==> src/rtl/dataflow_branch_n.sv <==
// Registered N-way valid/ready outlet switch with sticky bad-select flag.
// Define DATAFLOW_BRANCH_BROADCAST_EN to add the i_broadcast input.
module dataflow_branch_n #(
  parameter int NUM_OUTPUTS  = 4,
  parameter int DATA_WIDTH   = 32,
  parameter int SELECT_WIDTH = $clog2(NUM_OUTPUTS)
) (
  input  logic                    clk,
  input  logic                    reset_n,
  input  logic                    i_valid,
  output logic                    i_ready,
  input  logic [DATA_WIDTH-1:0]   i_data,
  input  logic [SELECT_WIDTH-1:0] i_select,
`ifdef DATAFLOW_BRANCH_BROADCAST_EN
  input  logic                    i_broadcast,
`endif
  output logic [NUM_OUTPUTS-1:0]  o_valid,
  input  logic [NUM_OUTPUTS-1:0]  o_ready,
  output logic [DATA_WIDTH-1:0]   o_data,
  output logic                    o_select_error
);

  logic [NUM_OUTPUTS-1:0] pend_q, pend_d;
  logic [DATA_WIDTH-1:0]  data_q, data_d;
  logic                   err_q, err_d;
  logic [NUM_OUTPUTS-1:0] sel_oh;
  logic                   in_range;
  logic                   bcast;
  logic                   accept;

`ifdef DATAFLOW_BRANCH_BROADCAST_EN
  assign bcast = i_broadcast;
`else
  assign bcast = 1'b0;
`endif

  // Any outlet still holding its bit blocks the whole branch.
  assign i_ready  = reset_n && ((pend_q & ~o_ready) == '0);
  assign accept   = i_valid && i_ready;
  assign in_range = 32'(i_select) < NUM_OUTPUTS;

  always_comb begin
    sel_oh = '0;
    for (int i = 0; i < NUM_OUTPUTS; i++) begin
      sel_oh[i] = (32'(i_select) == i);
    end
  end

  always_comb begin
    pend_d = pend_q & ~o_ready;
    data_d = data_q;
    err_d  = err_q;
    if (accept) begin
      if (bcast) begin
        pend_d = '1;
        data_d = i_data;
      end else if (in_range) begin
        pend_d = sel_oh;
        data_d = i_data;
      end else begin
        pend_d = '0;
        err_d  = 1'b1;
      end
    end
  end

  always_ff @(posedge clk) begin
    if (!reset_n) begin
      pend_q <= '0;
      data_q <= '0;
      err_q  <= 1'b0;
    end else begin
      pend_q <= pend_d;
      data_q <= data_d;
      err_q  <= err_d;
    end
  end

  assign o_valid        = pend_q;
  assign o_data         = data_q;
  assign o_select_error = err_q;

endmodule
==> config.mk <==
export PLATFORM = sky130hd
export DESIGN_NAME = dataflow_branch_n
export DESIGN_NICKNAME = d
export VERILOG_FILES = /design/src/rtl/dataflow_branch_n.sv
export SDC_FILE = /design/constraint.sdc
export NUM_CORES = 1
export LEC_CHECK = 0
export ABC_AREA = 1
export CAP_MARGIN = 20
export CELL_PAD_IN_SITES_DETAIL_PLACEMENT = 0
export CELL_PAD_IN_SITES_GLOBAL_PLACEMENT = 1
export CORE_UTILIZATION = 29
export CTS_BUF_LIST = sky130_fd_sc_hd__clkbuf_8
export DETAILED_ROUTE_END_ITERATION = 8
export MAX_ROUTING_LAYER = met4
export PLACE_DENSITY = 0.84
export REMOVE_ABC_BUFFERS = 1
export SYNTH_ARGS = -nofsm -noshare
export SYNTH_HDL_FRONTEND = slang
export SYNTH_SLANG_ARGS = --single-unit
==> constraint.sdc <==
create_clock -name clk -period 1.6 [get_ports clk]
set_clock_uncertainty 0.2 [all_clocks]
set_input_delay 0.24 -clock clk [delete_from_list [all_inputs] [get_ports clk]]
set_output_delay 0.24 -clock clk [all_outputs]
set_load 0.1 [all_outputs]
==> results.yml, run 1 <==
run_status:
  status: "finished, violations left"
  violations: "negative setup slack"
sta:
  rsz0062_at_grt: "true"
  min_period_over_period_pct: 103
  setup_viol: 1
  period_minus_slack_ns: 1.65
  fin_hold_ws_ns: 0.137
  hold_viol: 0
  worst_slack_ns: -0.0463
  max_freq_ghz: 0.607
  slew_viol_final: 0
setup_path:
  crit_required_ns: 1.16
  timing.rr.start: "o_valid[3]"
  r2r-end: "o_data[25]"
  crit_fanout: 2
  regToRegSetupSlack_ns: 0.09
  cp.arrival_ns: 1.21
  critPathLaunch: "o_valid[3]"
  reg2regPathDepth: 9
  criticalPathCategory: "flop to output pin"
  cp-end-kind: "output pin"
  cp-start-kind: "flop"
die:
  io_pins: 79
  start_util_pct: 30.0
  fp-row-count: 29
  die_w_um: 82.9
  core-area_mm2: 0.00631
  die_h_um: 82.9
  dieArea_mm2: 0.00687
clock_network:
  root_buffer: "clkbuf_8"
  cts_tree: "built"
  ctsHoldBuffers: 0
  clockBufferDepth: 2
  cts.sink_count: 36
  cts_htree_levels: 2
  numCtsBuffers: 5
  path_clk_slew_ns: 0.07
  worstSkewPairLatency_ns: 0.29
yosys:
  synth_top_family_by_area: "simple AND/OR/NAND/NOR gates"
  syn-instance-count: 312
  ys_seq_elements: 36
  synth_area_leader_cell: "dfxtp_1"
  synthMuxAreaShare_pct: 0
  synth_area_leaders: "dfxtp_1 38%, inv_1 20%, nand2_1 14%"
  syn_area_mm2: 0.00190
  synthAdderAreaFrac_pct: 0
  synth_xor_area_share_pct: 0
  yosysTopAreaCellShare_pct: 38.0
  yosysSeqAreaShare_pct: 38.0
  synth.distinct_cells: 16
  syn_avg_cell_area_um2: 6.08
  synth_compound_area_share_pct: 0.792
  synth-simple-area-share_pct: 35.6
  ys_warn_count: 0
drt:
  wirelength_um: 4980
  drt-initial-drc-count: 47
  drt_pass1_iterations: 4
  post_drt_wl_per_cell_um: 10.5
  drc_errors: 0
  drtAntennaViolNets: 0
  vias: 1957
  via_per_inst: 4.12
layout:
  syn_to_final_growth_pct: 77.0
  n_antenna_cell: 0
  nets: 438
  drive_gt1_share_pct: 20.1
place:
  gp_congestion: 0.736
  pre_cts_ws_ns: -0.262
  hpwl_um: 3470
  portBuffers: 77
global_route:
  grt_max_degree: 37
  grt_pass1_vias: 1836
  antenna_found_initial: 0
  grt_first_pass_wirelength_um: 8180
  overflow: 0
  grt_use_total_pct: 15.0
power_and_ir_drop:
  p_per_area_mw_per_mm2: 855
  ir_drop_mv: 0.480
  leakagePower_nw: 1.75
  total_power_mw: 2.87
worst_hold_path:
  min-delay-start: "o_ready[2]"
  hold_end: "o_valid[2]"
  whs_path_depth: 4
  min_path_type: "primary input to flop"
run:
  maxCapViolations: 0
==> layer usage <==
layer | up-vias | share of wire [%] | track usage, %
met3 | 7 | 4.2 | 3.68
met5 | - | 0 | -
met2 | 48 | 49 | 25.6
met4 | 0 | 2.0 | 5.49
li1 | 1058 | - | -
met1 | 844 | 45 | 17.2
==> Yosys cell counts, drive strengths merged <==
cell	n
nand2	72
conb	1
a21oi	3
dfxtp	36
nand4	36
nor2	38
nand3	1
nor3	1
inv	106
buf	18
==> cell type report <==
type                            count  area, um2
Fill cell                         645       2960
Timing Repair Buffer               96       1320
Multi-Input combinational cell    152        726
Sequential cell                    36        724
Inverter                          106        398
Tap cell                           77       96.3
Clock buffer                        6       82.6
Clock inverter                      2       7.51
==> cells in the final DEF, fill, tap and decap left out <==
| cell | netlist | final |
|---|---|---|
| nand4_1 | 36 | 36 |
| clkdlybuf4s50_1 | 0 | 35 |
| nor2_4 | 0 | 1 |
| clkbuf_8 | 0 | 6 |
| conb_1 | 1 | 1 |
| buf_6 | 0 | 2 |
| nor2_1 | 36 | 35 |
| buf_12 | 0 | 38 |
| dfxtp_2 | 0 | 3 |
| clkbuf_16 | 0 | 1 |
| dfxtp_1 | 36 | 33 |
| dlygate4sd2_1 | 0 | 5 |
| buf_4 | 2 | 14 |
| nor2_2 | 1 | 1 |
| nand2_2 | 1 | 6 |
| nor2_8 | 1 | 1 |
| inv_2 | 4 | 4 |
| buf_8 | 0 | 1 |
| nor3_2 | 0 | 1 |
| nand2_1 | 71 | 66 |
| nand3_4 | 0 | 1 |
| a21oi_1 | 3 | 3 |
| inv_1 | 102 | 104 |
==> critical path: stages, from the launching register on <==
cell and delay, ns:
dfxtp_2 0.33, nand2_2 0.07, nand2_2 0.06, nor3_2 0.17, buf_4 0.14, buf_12 0.16
==> logic make-up after synthesis <==
group,count (synthesis)
compound gates,3
other cells,1
simple gates,148
buf+inv,124
flops,36
==> through the flow <==
step | setup TNS, ns | util, % | cell area, um2 | std cells
3_5_place_dp | -7.39 | 50.3 | 3170 | 463
4_1_cts | -0.0471 | 52.5 | 3310 | 475
2_1_floorplan | -25.01 | - | 1810 | 294
6_report | -0.0463 | 53.2 | 3360 | 475
5_1_grt | -0.115 | 53.2 | 3360 | 475
3_3_place_gp | -6.95 | 50.3 | 3170 | 463
==> how the worst max path moves through the flow <==
| stage | to |
|---|---|
| after floorplan | i_ready |
| after global routing | i_ready |
| final | i_ready |
| after detailed placement | i_ready |
| after global placement | i_ready |
| after CTS | i_ready |
==> report_power, final <==
| group | switching (mW) | total (mW) | internal, mW |
|---|---|---|---|
| registers | 0.0691 | 1.03 | 0.961 |
| logic | 0.725 | 1.18 | 0.456 |
| clock network | 0.321 | 0.660 | 0.339 |
==> repair_timing <==
action | 4_1_cts | 5_1_grt
resized for setup | 14 | 7
setup buffers | 5 | 0
pin swaps | 4 | 2
cloned | 0 | 1
endpoints found under the hold margin | 0 | 0
endpoints found under the setup margin | 1 | 36
==> registers in the layout (all words and copies together) (netlist names) <==
signal / cells
o_valid: 4
o_data: 32
Note: power is estimated with default switching activity, not from simulation.
==> run 2, diff against run 1 <==
--- a/config.mk
+++ b/config.mk
@@ -11,9 +11,10 @@
 export CELL_PAD_IN_SITES_GLOBAL_PLACEMENT = 1
 export CORE_UTILIZATION = 29
 export CTS_BUF_LIST = sky130_fd_sc_hd__clkbuf_8
+export CTS_CLUSTER_DIAMETER = 50
 export DETAILED_ROUTE_END_ITERATION = 8
 export MAX_ROUTING_LAYER = met4
-export PLACE_DENSITY = 0.84
+export PLACE_DENSITY_LB_ADDON = 0.05
 export REMOVE_ABC_BUFFERS = 1
 export SYNTH_ARGS = -nofsm -noshare
 export SYNTH_HDL_FRONTEND = slang
==> run 2 against run 1 <==
Against the previous run: the run still ends with negative setup slack left; core utilization increased by 3.9 points; clock-buffer cell count unchanged; global-route usage increased by 0.35 points.
==> results.yml, run 2 (synthesized netlist as in run 1, its figures left out) <==
power_and_ir_drop:
  p_per_area_mw_per_mm2: 826
  leakagePower_nw: 1.84
  ir_drop_mv: 0.560
  total_power_mw: 2.98
layout:
  layout_common_cells: "96 x inv_1, 45 x nand2_1, 40 x buf_12, 36 x nand4_1, 35 x clkdlybuf4s50_1"
  fillers: 630
  n_antenna_cell: 0
  nets: 446
  final_cells: 483
  largest_reg_flops: 32
  drive_gt1_share_pct: 29.8
  syn_to_final_growth_pct: 90.0
  layout_commonest_cell: "inv_1"
  postLayoutCoreUtil_pct: 57.1
global_route:
  grt_first_pass_wirelength_um: 8370
  grt_pass1_vias: 1906
  antenna_found_initial: 0
  overflow: 0
  grt_max_degree: 35
  grt_use_total_pct: 15.4
clock_network:
  numCtsBuffers: 5
  clockBufferDepth: 2
  cts_htree_levels: 2
  root_buffer: "clkbuf_8"
  cts_tree: "built"
  cts.sink_count: 36
  worstSkewPairLatency_ns: 0.28
  path_clk_slew_ns: 0.07
  ctsHoldBuffers: 0
place:
  portBuffers: 77
  gp_congestion: 0.754
  dp_cells: 463
  pre_cts_ws_ns: -0.266
  hpwl_um: 3400
die:
  die_w_um: 82.9
  io_pins: 79
  core-area_mm2: 0.00631
  start_util_pct: 30.0
  die_h_um: 82.9
  fp-row-count: 29
  dieArea_mm2: 0.00687
sta:
  setup_viol: 1
  worst_slack_ns: -0.0440
  max_freq_ghz: 0.608
  hold_viol: 0
  slew_viol_final: 0
  fin_hold_ws_ns: 0.157
  min_period_over_period_pct: 103
  rsz0062_at_grt: "true"
  period_minus_slack_ns: 1.64
drt:
  drt-initial-drc-count: 51
  drt_pass1_iterations: 4
  drtAntennaViolNets: 0
  drc_errors: 0
  via_per_inst: 4.18
  post_drt_wl_per_cell_um: 11.4
  vias: 2018
  wirelength_um: 5480
worst_hold_path:
  min_path_type: "primary input to flop"
setup_path:
  cp.arrival_ns: 1.20
  criticalPathCategory: "flop to output pin"
  crit_fanout: 2
  crit_required_ns: 1.16
  cp-end-kind: "output pin"
  cp-start-kind: "flop"
run:
  maxCapViolations: 0
run_status:
  status: "finished, violations left"
  violations: "negative setup slack"
-- run 2: power by group --
group	leakage, nW	internal, mW	total [mW]	switching [mW]
Sequential	0.298	0.961	1.03	0.0673
Combinational	1.49	0.512	1.28	0.769
Clock	0.0538	0.339	0.668	0.329
Total	1.84	1.81	2.98	1.16
-- run 2: layout make-up --
type | count | area, um2 | share of cell area, %
sequential | 36 | 724 | 20.1
tap | 77 | 96.3 | 2.67
timing repair buffer | 104 | 1480 | 41.1
clock inverter | 2 | 7.51 | 0.208
multi-input combinational | 152 | 813 | 22.6
clock buffer | 6 | 82.6 | 2.29
inverter | 106 | 398 | 11.0
-- run 2: routing by layer --
layer	share of wire [%]	vias to the layer above	wire, um	GRT usage [%]
met5	0	-	0	-
met2	49	48	2680	27.2
met3	4.1	7	223	3.58
li1	-	1081	-	-
met4	1.1	0	59	5.17
met1	46	882	2520	17.0
-- run 2: repair_timing --
item / 4_1_cts / 5_1_grt
pin swaps: 4 / 34
setup endpoints to repair: 1 / 35
gates resized for setup: 14 / 45
buffers inserted: 4 / 5
cloned: 0 / 6
-- run 2: worst paths after layout --
| check | startpoint | to | slack (ns) | cells after the start |
|---|---|---|---|---|
| max | o_valid[0] | i_ready | -0.04 | 5 |
| min | o_ready[0] | o_valid[0] | 0.16 | 4 |
| max reg2reg | o_valid[3] | o_data[28] | 0.06 | 9 |
| min reg2reg | o_valid[0] | o_valid[0] | 0.29 | 2 |
-- run 2: worst max-delay path, stage by stage (launching register included) --
cell and delay [ns]:
dfxtp_2 0.32, nand2_2 0.06, nand2_2 0.07, nor3_2 0.16, buf_4 0.13, buf_12 0.16
-- run 2: through the flow --
step,setup TNS (ns),instance area (um2)
after detailed placement,-8.18,3200
after global routing,-0.280,3600
after floorplan,-25.01,1810
after global placement,-7.76,3200
after CTS,-0.0561,3340
final,-0.0440,3600
